===== config.mk =====
export PLATFORM = sky130hd
export DESIGN_NAME = pipe_reg_chain
export DESIGN_NICKNAME = d
export VERILOG_FILES = /design/src/rtl/pipe_reg_chain.sv
export SDC_FILE = /design/constraint.sdc
export NUM_CORES = 1
export LEC_CHECK = 0
export CORE_UTILIZATION = 53
export CTS_CLUSTER_DIAMETER = 30
export CTS_CLUSTER_SIZE = 12
export DETAILED_ROUTE_END_ITERATION = 8
export HOLD_SLACK_MARGIN = 0.15
export PLACE_DENSITY = 0.78
export SYNTH_ARGS = -nofsm -noshare
export SYNTH_HDL_FRONTEND = slang
export SYNTH_SLANG_ARGS = --single-unit

===== constraint.sdc =====
create_clock -name clock -period 2.9 [get_ports clock]
set_input_delay 0.29 -clock clock [delete_from_list [all_inputs] [get_ports clock]]
set_output_delay 0.29 -clock clock [all_outputs]
set_load 0.01 [all_outputs]

===== src/rtl/pipe_reg_chain.sv =====
// pipe_reg_chain
// ---------------------------------------------------------------------------
// DEPTH-stage elastic register pipeline with a valid/ready handshake on both
// ends. Each stage has its own valid bit. A valid word always moves forward
// into an empty next stage, so bubbles close up even while the output is
// stalled. Words leave in strict FIFO order. The block also reports its
// occupancy so upstream logic can do flow control.
//
// Parameters:
//   DSIZE      data width in bits (>=1)
//   DEPTH      number of register stages (>=2)
//   CLR_ON_POP 1 = a vacated stage has its data zeroed, 0 = the stale data stays
//
// Ports:
//   clock    in   rising-edge clock
//   rst_n    in   asynchronous active-low reset
//   in_vld   in   upstream word valid
//   in_rdy   out  chain can accept a word this cycle
//   indata   in   upstream data [DSIZE]
//   out_vld  out  output stage (DEPTH-1) holds valid data
//   out_rdy  in   downstream accepts outdata this cycle
//   outdata  out  data of stage DEPTH-1 [DSIZE]
//   flush    in   synchronous clear of all stages (highest priority)
//   count    out  number of valid stages, 0..DEPTH [CW]
//   empty    out  count == 0
//   full     out  count == DEPTH
// ---------------------------------------------------------------------------
module pipe_reg_chain #(
  parameter int DSIZE      = 8,
  parameter int DEPTH      = 4,
  parameter int CLR_ON_POP = 1,
  localparam int CW        = $clog2(DEPTH + 1)
) (
  input  logic             clock,
  input  logic             rst_n,
  input  logic             in_vld,
  output logic             in_rdy,
  input  logic [DSIZE-1:0] indata,
  output logic             out_vld,
  input  logic             out_rdy,
  output logic [DSIZE-1:0] outdata,
  input  logic             flush,
  output logic [CW-1:0]    count,
  output logic             empty,
  output logic             full
);

  localparam logic [CW-1:0] FULL_COUNT = CW'(DEPTH);

  logic [DEPTH-1:0] vld_q;
  logic [DSIZE-1:0] data_q [DEPTH];
  logic [DEPTH-1:0] adv;
  logic [DEPTH-1:0] move;
  logic             push;
  logic             pop;
  logic [CW-1:0]    count_q;

  // Advance terms, computed from the output end back towards the input.
  // A stage may hand its word on when the next stage is empty or is itself
  // handing its word on this cycle. This ripple is what lets a pop at the
  // output make room at the input in the same cycle (out_rdy -> in_rdy).
  always_comb begin
    adv = '0;
    adv[DEPTH-1] = out_rdy;
    for (int k = DEPTH - 2; k >= 0; k--) begin
      adv[k] = !vld_q[k+1] | adv[k+1];
    end
  end

  // A stage's word leaves it this cycle when it is valid and may advance.
  // For the last stage this is exactly the pop condition.
  assign move = vld_q & adv;

  // Flush blocks input so a word offered during flush is dropped, not
  // captured into a chain that is about to be cleared.
  assign in_rdy = !flush & (!vld_q[0] | adv[0]);
  assign push   = in_vld & in_rdy;
  assign pop    = move[DEPTH-1];

  // Stage registers. Stage 0 loads from the input; every later stage loads
  // from its predecessor when that word moves. A stage that hands its word
  // on and receives nothing new goes invalid and, depending on CLR_ON_POP,
  // has its data zeroed so outdata reads 0 while the output is idle.
  always_ff @(posedge clock or negedge rst_n) begin
    if (!rst_n) begin
      vld_q <= '0;
      for (int k = 0; k < DEPTH; k++) begin
        data_q[k] <= '0;
      end
    end else if (flush) begin
      vld_q <= '0;
      if (CLR_ON_POP != 0) begin
        for (int k = 0; k < DEPTH; k++) begin
          data_q[k] <= '0;
        end
      end
    end else begin
      if (push) begin
        vld_q[0]  <= 1'b1;
        data_q[0] <= indata;
      end else if (move[0]) begin
        vld_q[0] <= 1'b0;
        if (CLR_ON_POP != 0) begin
          data_q[0] <= '0;
        end
      end
      for (int k = 1; k < DEPTH; k++) begin
        if (move[k-1]) begin
          vld_q[k]  <= 1'b1;
          data_q[k] <= data_q[k-1];
        end else if (move[k]) begin
          vld_q[k] <= 1'b0;
          if (CLR_ON_POP != 0) begin
            data_q[k] <= '0;
          end
        end
      end
    end
  end

  // Occupancy counter. A push and a pop in the same cycle cancel out; a
  // flush empties the chain even if a word was popped in that cycle.
  always_ff @(posedge clock or negedge rst_n) begin
    if (!rst_n) begin
      count_q <= '0;
    end else if (flush) begin
      count_q <= '0;
    end else begin
      count_q <= count_q + {{(CW-1){1'b0}}, push} - {{(CW-1){1'b0}}, pop};
    end
  end

  assign out_vld = vld_q[DEPTH-1];
  assign outdata = data_q[DEPTH-1];
  assign count   = count_q;
  assign empty   = (count_q == '0);
  assign full    = (count_q == FULL_COUNT);

endmodule


==> results.py, run 1 <==
metrics = {
    "clock_network": {
        "clock_latency_ns": 0.35,
        "clk_pin_slew_worst_paths_ns": 0.12,
        "h-tree-depth": 2,
        "cts_tree": "done",
        "clockBufferDepth": 2,
        "root_buffer": "clkbuf_4",
        "cts_resized": 0,
        "cts_made_buffers": 5,
        "clock_sinks": 39,
    },
    "final_layout": {
        "final_common_cell": "dfrtp_1",
        "nets": 199,
        "drive_gt1_share_pct": 14.7,
        "fill_cells": 280,
        "area_growth_pct": 15.4,
        "mostFrequentLayoutCells": "dfrtp_1 (39), clkdlybuf4s50_1 (26), nor2_1 (17)",
        "final_cells": 230,
        "diodes": 0,
    },
    "global_routing": {
        "grt_first_pass_wirelength_mm": 6.54,
        "grt_usage_pct": 21.8,
        "grt_pass1_vias": 1389,
        "overflow": 0,
        "grt_max_degree": 40,
        "antenna_found_initial": 0,
    },
    "timing": {
        "rsz0062_at_grt": "false",
        "hold-worst-slack_ns": 0.512,
        "drv_slew": 0,
        "relSlewSlack_pct": 43.0,
        "period_needed_ns": 2.31,
        "hold_viol": 0,
        "setup_viol": 0,
        "worst_pin_slew_ns": 0.855,
        "setup-tns-final_ns": 0,
        "fmax_ghz": 0.432,
        "clock_skew_ns": 0.00905,
        "min_period_over_period_pct": 79.8,
        "fin_ws_ns": 0.586,
    },
    "floorplanning": {
        "die_w_um": 62.4,
        "dieArea_sq_um": 3890,
        "ios": 28,
        "initial_core_util_pct": 56.6,
        "num_rows": 21,
        "core-area_sq_um": 3420,
        "die_h_um": 62.4,
    },
    "worst_setup_path": {
        "endpoint_kind": "flip-flop",
        "r2r-start": "vld_q[2]$_DFFE_PN0P_",
        "rrSetupSlack_ns": 0.59,
        "cp.arrival_ns": 2.55,
        "startpoint_type": "flip-flop",
        "path_class": "reg2reg",
        "crit_required_ns": 3.14,
        "r2r-end": "count[2]$_DFF_PN0_",
        "path_max_fanout": 13,
        "reg2regPathDepth": 10,
    },
    "hold_path": {
        "hold-path-cell-count": 1,
        "min_from": "data_q[19]$_DFFE_PN0P_",
        "hold_path_end": "data_q[11]$_DFFE_PN0P_",
        "hp-class": "reg2reg",
    },
    "placement": {
        "dp.cells": 221,
        "gp_congestion": 0.708,
        "hpwlAfterDp_mm": 2.46,
        "place_ws_ns": 0.310,
        "port_buffers": 27,
    },
    "detailed_routing": {
        "vias": 1315,
        "wl_per_cell_um": 15.6,
        "ant_nets": 0,
        "routed_wl_mm": 3.59,
        "drt_pass1_iterations": 4,
        "routed_via_density": 5.72,
        "remaining_drc_errors": 0,
        "dr.first_iter.drc_count": 72,
    },
    "logic_synthesis": {
        "netlist_area_sq_um": 1930,
        "ys_types": 29,
        "avgSynthCellArea_sq_um": 11.7,
        "ys_ff_latch": 39,
        "synthesis.instances": 165,
        "synthesis.nets": 181,
        "ys_seq_area_share_pct": 50.5,
        "synth_warnings": 0,
    },
    "pwr": {
        "seqPwrFrac_pct": 49.4,
        "power_density_nw_per_um2": 527,
        "p_clk_share_pct": 38.4,
        "intPower_w": 0.000903,
        "max-vdd-ir-drop_mv": 0.294,
        "power.switching_w": 0.000272,
        "p_leak_nw": 0.986,
        "power.total_w": 0.00117,
        "switching_share_pct": 23.1,
        "pwr-share-comb_pct": 12.2,
    },
    "run": {
        "cap_violations": 0,
    },
    "outcome": {
        "status": "completed",
    },
}
[power by group through the flow]
stage	sequential [W]	combinational, W	clock, W
6_report	0.000581	0.000143	0.000451
5_1_grt	0.000584	0.000160	0.000488
4_1_cts	0.000581	0.000145	0.000461
3_5_place_dp	0.000591	0.000144	0
3_3_place_gp	0.000589	0.000136	0
2_1_floorplan	0.000587	0.0000851	0
[final cells by class]
cell class | instances | area, sq um | share of cell area (%)
Clock buffer | 5 | 37.5 | 1.68
Clock inverter | 3 | 67.6 | 3.03
Inverter | 3 | 11.3 | 0.505
Multi-Input combinational cell | 102 | 774 | 34.7
Sequential cell | 39 | 976 | 43.8
Tap cell | 46 | 57.6 | 2.58
Timing Repair Buffer | 32 | 305 | 13.7
[critical path, stage by stage (launching register included)]
cell and delay (ns):
dfrtp_1 0.55, and4b_4 0.26, a21oi_1 0.19, nand2_1 0.08, ha_1 0.28, inv_1 0.05, ha_1 0.13, inv_1 0.05
fa_1 0.38, xnor2_1 0.18, nor2_1 0.05
[how the worst max path moves through the flow]
stage | start | to | slack, ns
final | vld_q[2]$_DFFE_PN0P_ | count[2]$_DFF_PN0_ | 0.59
after global placement | out_rdy | count[2]$_DFF_PN0_ | 0.44
after global routing | vld_q[2]$_DFFE_PN0P_ | count[2]$_DFF_PN0_ | 0.37
after floorplan | vld_q[3]$_DFFE_PN0P_ | count[2]$_DFF_PN0_ | 0.53
after CTS | vld_q[2]$_DFFE_PN0P_ | count[2]$_DFF_PN0_ | 0.59
after detailed placement | out_rdy | count[2]$_DFF_PN0_ | 0.31
[metrics by stage]
step | utilization [%] | cell area (sq um)
2_1_floorplan | - | 1930
3_3_place_gp | 61.9 | 2110
3_5_place_dp | 61.9 | 2110
4_1_cts | 65.3 | 2230
5_1_grt | 65.3 | 2230
6_report | 65.3 | 2230
[flip-flops by register name (all words and copies together), names as in the netlist]
signal,count
count,3
data_q,24
outdata,8
vld_q,4
[cell usage after synthesis]
| library cell | instances | area, sq um |
|---|---|---|
| a21oi_2 | 8 | 70.1 |
| nand3_1 | 8 | 40.0 |
| nor2b_1 | 1 | 6.26 |
| nor2_1 | 17 | 63.8 |
| nor3_1 | 1 | 5.00 |
| and4b_4 | 1 | 13.8 |
| clkbuf_1 | 2 | 7.51 |
| or2b_2 | 1 | 8.76 |
| and2_2 | 1 | 7.51 |
| dfrtp_1 | 39 | 976 |
| mux2i_1 | 9 | 90.1 |
| nor3b_4 | 2 | 37.5 |
| o21ba_1 | 2 | 20.0 |
| buf_2 | 5 | 25.0 |
| and3b_4 | 1 | 12.5 |
| nand2_1 | 9 | 33.8 |
| o22a_1 | 8 | 70.1 |
| a21oi_1 | 3 | 15.0 |
| xnor2_1 | 1 | 8.76 |
| buf_6 | 2 | 22.5 |
| buf_4 | 10 | 75.1 |
| nor3b_1 | 1 | 7.51 |
| xor2_1 | 1 | 8.76 |
| inv_1 | 3 | 11.3 |
| ha_1 | 2 | 25.0 |
| fa_1 | 1 | 20.0 |
| a22o_1 | 16 | 140 |
| a32oi_1 | 8 | 70.1 |
| buf_12 | 2 | 40.0 |
[timing repair]
action,CTS,global route
setup endpoints to repair,0,0
hold endpoints to repair,39,0
hold buffers,1,0
buffers inserted,0,0
[logic make-up after synthesis]
group / share of synthesized area, %
AO/OA/AOI/OAI: 19.9
XOR/XNOR: 0.907
adder cells (fa/ha/maj): 2.33
buffers and inverters: 9.39
flip-flops: 50.5
multiplexers: 4.66
AND/OR/NAND/NOR: 12.2
[layer usage]
metal | part of all wire, % | wire [um] | GRT usage, %
met3 | 2.7 | 97 | 4.38
met4 | 1.8 | 64 | 9.30
met1 | 46 | 1650 | 28.1
met2 | 49 | 1780 | 35.9
met5 | 0 | 0 | 0
Power figures use the tool's default switching activity.
==> inputs of run 2 (changes only) <==
==> constraint.sdc (replaced) <==
create_clock -name clock -period 2.2 [get_ports clock]
set_input_delay 0.22 -clock clock [delete_from_list [all_inputs] [get_ports clock]]
set_output_delay 0.22 -clock clock [all_outputs]
set_load 0.01 [all_outputs]
==> run 2 against run 1 <==
Worst hold slack better by 0.0095 ns. Sequential share of layout area down 0.91 points. Register-to-register slack worse by 0.45 ns. Worst setup slack worse by 0.45 ns. Clock skew down 0.00057 ns. Core utilization up 1.5 points. Non-clock buffer count up 5. Sequential power up 31%. Largest cell class unchanged. Largest power group unchanged.
==> results.py, run 2 (synthesis gave the netlist of run 1 again) <==
metrics = {
    "timing": {
        "hold_viol": 0,
        "period_needed_ns": 2.06,
        "relSlewSlack_pct": 42.0,
        "fmax_ghz": 0.485,
        "worst_pin_slew_ns": 0.869,
        "rsz0062_at_grt": "false",
        "clock_skew_ns": 0.00848,
        "min_period_over_period_pct": 93.6,
        "drv_slew": 0,
        "hold-worst-slack_ns": 0.521,
        "setup_viol": 0,
    },
    "floorplanning": {
        "ios": 28,
        "dieArea_sq_um": 3890,
        "die_w_um": 62.4,
        "num_rows": 21,
        "die_h_um": 62.4,
        "initial_core_util_pct": 56.6,
        "core-area_sq_um": 3420,
    },
    "worst_setup_path": {
        "r2r-end": "count[2]$_DFF_PN0_",
        "reg2regPathDepth": 10,
        "path_class": "reg2reg",
        "cpPeakStageDelay_ns": 0.44,
        "slowest_stage": "dfrtp_1",
        "crit_required_ns": 2.43,
        "cp_cell_sequence": "and4b_4, a21oi_4, nand2_1, ha_1, inv_1, ha_1, inv_1, fa_1, xnor2_1, nor2_1",
        "startpoint_type": "flip-flop",
        "crit_family": "adder cells",
        "cp.arrival_ns": 2.29,
        "crit_buf_inv": 2,
        "r2r-start": "vld_q[1]$_DFFE_PN0P_",
        "path_max_fanout": 4,
        "endpoint_kind": "flip-flop",
        "crit_start": "vld_q[1]$_DFFE_PN0P_",
        "rrSetupSlack_ns": 0.14,
    },
    "detailed_routing": {
        "routed_wl_mm": 3.65,
        "ant_nets": 0,
        "routed_via_density": 5.71,
        "vias": 1341,
        "dr.first_iter.drc_count": 71,
        "wl_per_cell_um": 15.5,
        "remaining_drc_errors": 0,
        "drt_pass1_iterations": 4,
    },
    "global_routing": {
        "grt_pass1_vias": 1363,
        "grt_first_pass_wirelength_mm": 6.27,
        "grt_max_degree": 40,
        "overflow": 0,
        "grt_usage_pct": 20.5,
        "antenna_found_initial": 0,
    },
    "hold_path": {
        "hp-class": "in2async",
    },
    "placement": {
        "gp_congestion": 0.677,
        "dp.cells": 224,
        "port_buffers": 27,
        "hpwlAfterDp_mm": 2.51,
    },
    "clock_network": {
        "clock_latency_ns": 0.34,
        "cts_made_buffers": 5,
        "clockBufferDepth": 2,
        "clock_sinks": 39,
        "cts_tree": "done",
        "cts_resized": 0,
        "root_buffer": "clkbuf_4",
        "clk_pin_slew_worst_paths_ns": 0.12,
        "h-tree-depth": 2,
    },
    "final_layout": {
        "final_cells": 235,
        "largest_reg_flops": 24,
        "nets": 204,
        "fill_cells": 267,
        "area_growth_pct": 18.0,
        "drive_gt1_share_pct": 18.0,
        "diodes": 0,
        "mostFrequentLayoutCells": "dfrtp_1 (38), clkdlybuf4s50_1 (26), nor2_1 (17)",
        "top_register": "data_q",
        "final_common_cell": "dfrtp_1",
    },
    "pwr": {
        "p_leak_nw": 1.01,
        "power_density_nw_per_um2": 683,
        "max-vdd-ir-drop_mv": 0.302,
    },
    "run": {
        "cap_violations": 0,
    },
    "outcome": {
        "status": "completed",
    },
}
-- run 2: repair_timing --
item,CTS,global route
hold endpoints to repair,39,0
setup buffers,0,2
hold buffers,1,0
endpoints found under the setup margin,0,1
-- run 2: how the worst max path moves through the flow --
stage / endpoint / slack (ns) / cells after the start
2_1_floorplan: count[2]$_DFF_PN0_ / 0.01 / 11
3_3_place_gp: count[2]$_DFF_PN0_ / -0.09 / 11
3_5_place_dp: count[2]$_DFF_PN0_ / -0.14 / 11
4_1_cts: count[2]$_DFF_PN0_ / 0.10 / 10
5_1_grt: count[2]$_DFF_PN0_ / 0.009 / 10
6_report: count[2]$_DFF_PN0_ / 0.14 / 10
-- run 2: worst register-to-register path, delay by kind of cell (launching register included) --
kind / cells / cell delay (ns)
AO/OA/AOI/OAI: 1 / 0.12
XOR/XNOR: 1 / 0.15
adder cells (fa/ha/maj): 3 / 0.79
buffers and inverters: 2 / 0.09
flip-flops: 1 / 0.44
AND/OR/NAND/NOR: 3 / 0.35
-- run 2: area by class of cell --
type                            count  area [sq um]  area share, %
Clock buffer                        5          37.5           1.65
Clock inverter                      3          67.6           2.96
Inverter                            3          11.3          0.494
Multi-Input combinational cell    102           786           34.5
Sequential cell                    39           977           42.9
Tap cell                           46          57.6           2.52
Timing Repair Buffer               37           343           15.0
-- run 2: power breakdown --
part	switching [W]	internal, W	total (W)
clock	0.000240	0.000353	0.000594
sequential	0.0000233	0.000741	0.000764
combinational	0.0000977	0.000101	0.000199
total	0.000361	0.00120	0.00156
-- run 2: per-layer routing --
layer  up-vias  part of all wire (%)  GRT usage (%)
li1        641                     -              -
met1       662                    46           27.7
met2        36                    49           32.8
met3         2                   4.0           5.66
met4         0                  0.27           5.23
met5         -                     0              0
-- run 2: through the flow --
step                      setup TNS, ns  instance area (sq um)  worst slack (ns)  util, %  total power, W
after floorplan                       0                   1940            0.0129        -        0.000888
after global placement           -0.103                   2150           -0.0863     62.9        0.000961
after detailed placement         -0.222                   2150            -0.145     62.9        0.000974
after CTS                             0                   2260             0.103     66.3         0.00157
after global routing                  0                   2280           0.00934     66.7         0.00163
final                                 0                   2280             0.140     66.7         0.00156
==> inputs of run 3 (changes only) <==
--- a/config.mk
+++ b/config.mk
@@ -5,6 +5,7 @@
 export SDC_FILE = /design/constraint.sdc
 export NUM_CORES = 1
 export LEC_CHECK = 0
+export ABC_CLOCK_PERIOD_IN_PS = 2200
 export CORE_UTILIZATION = 53
 export CTS_CLUSTER_DIAMETER = 30
 export CTS_CLUSTER_SIZE = 12
@@ -14,3 +15,4 @@
 export SYNTH_ARGS = -nofsm -noshare
 export SYNTH_HDL_FRONTEND = slang
 export SYNTH_SLANG_ARGS = --single-unit
+export TNS_END_PERCENT = 5
==> results of run 3 <==
No change in the layout: final DEF, timing and power equal those of run 2.
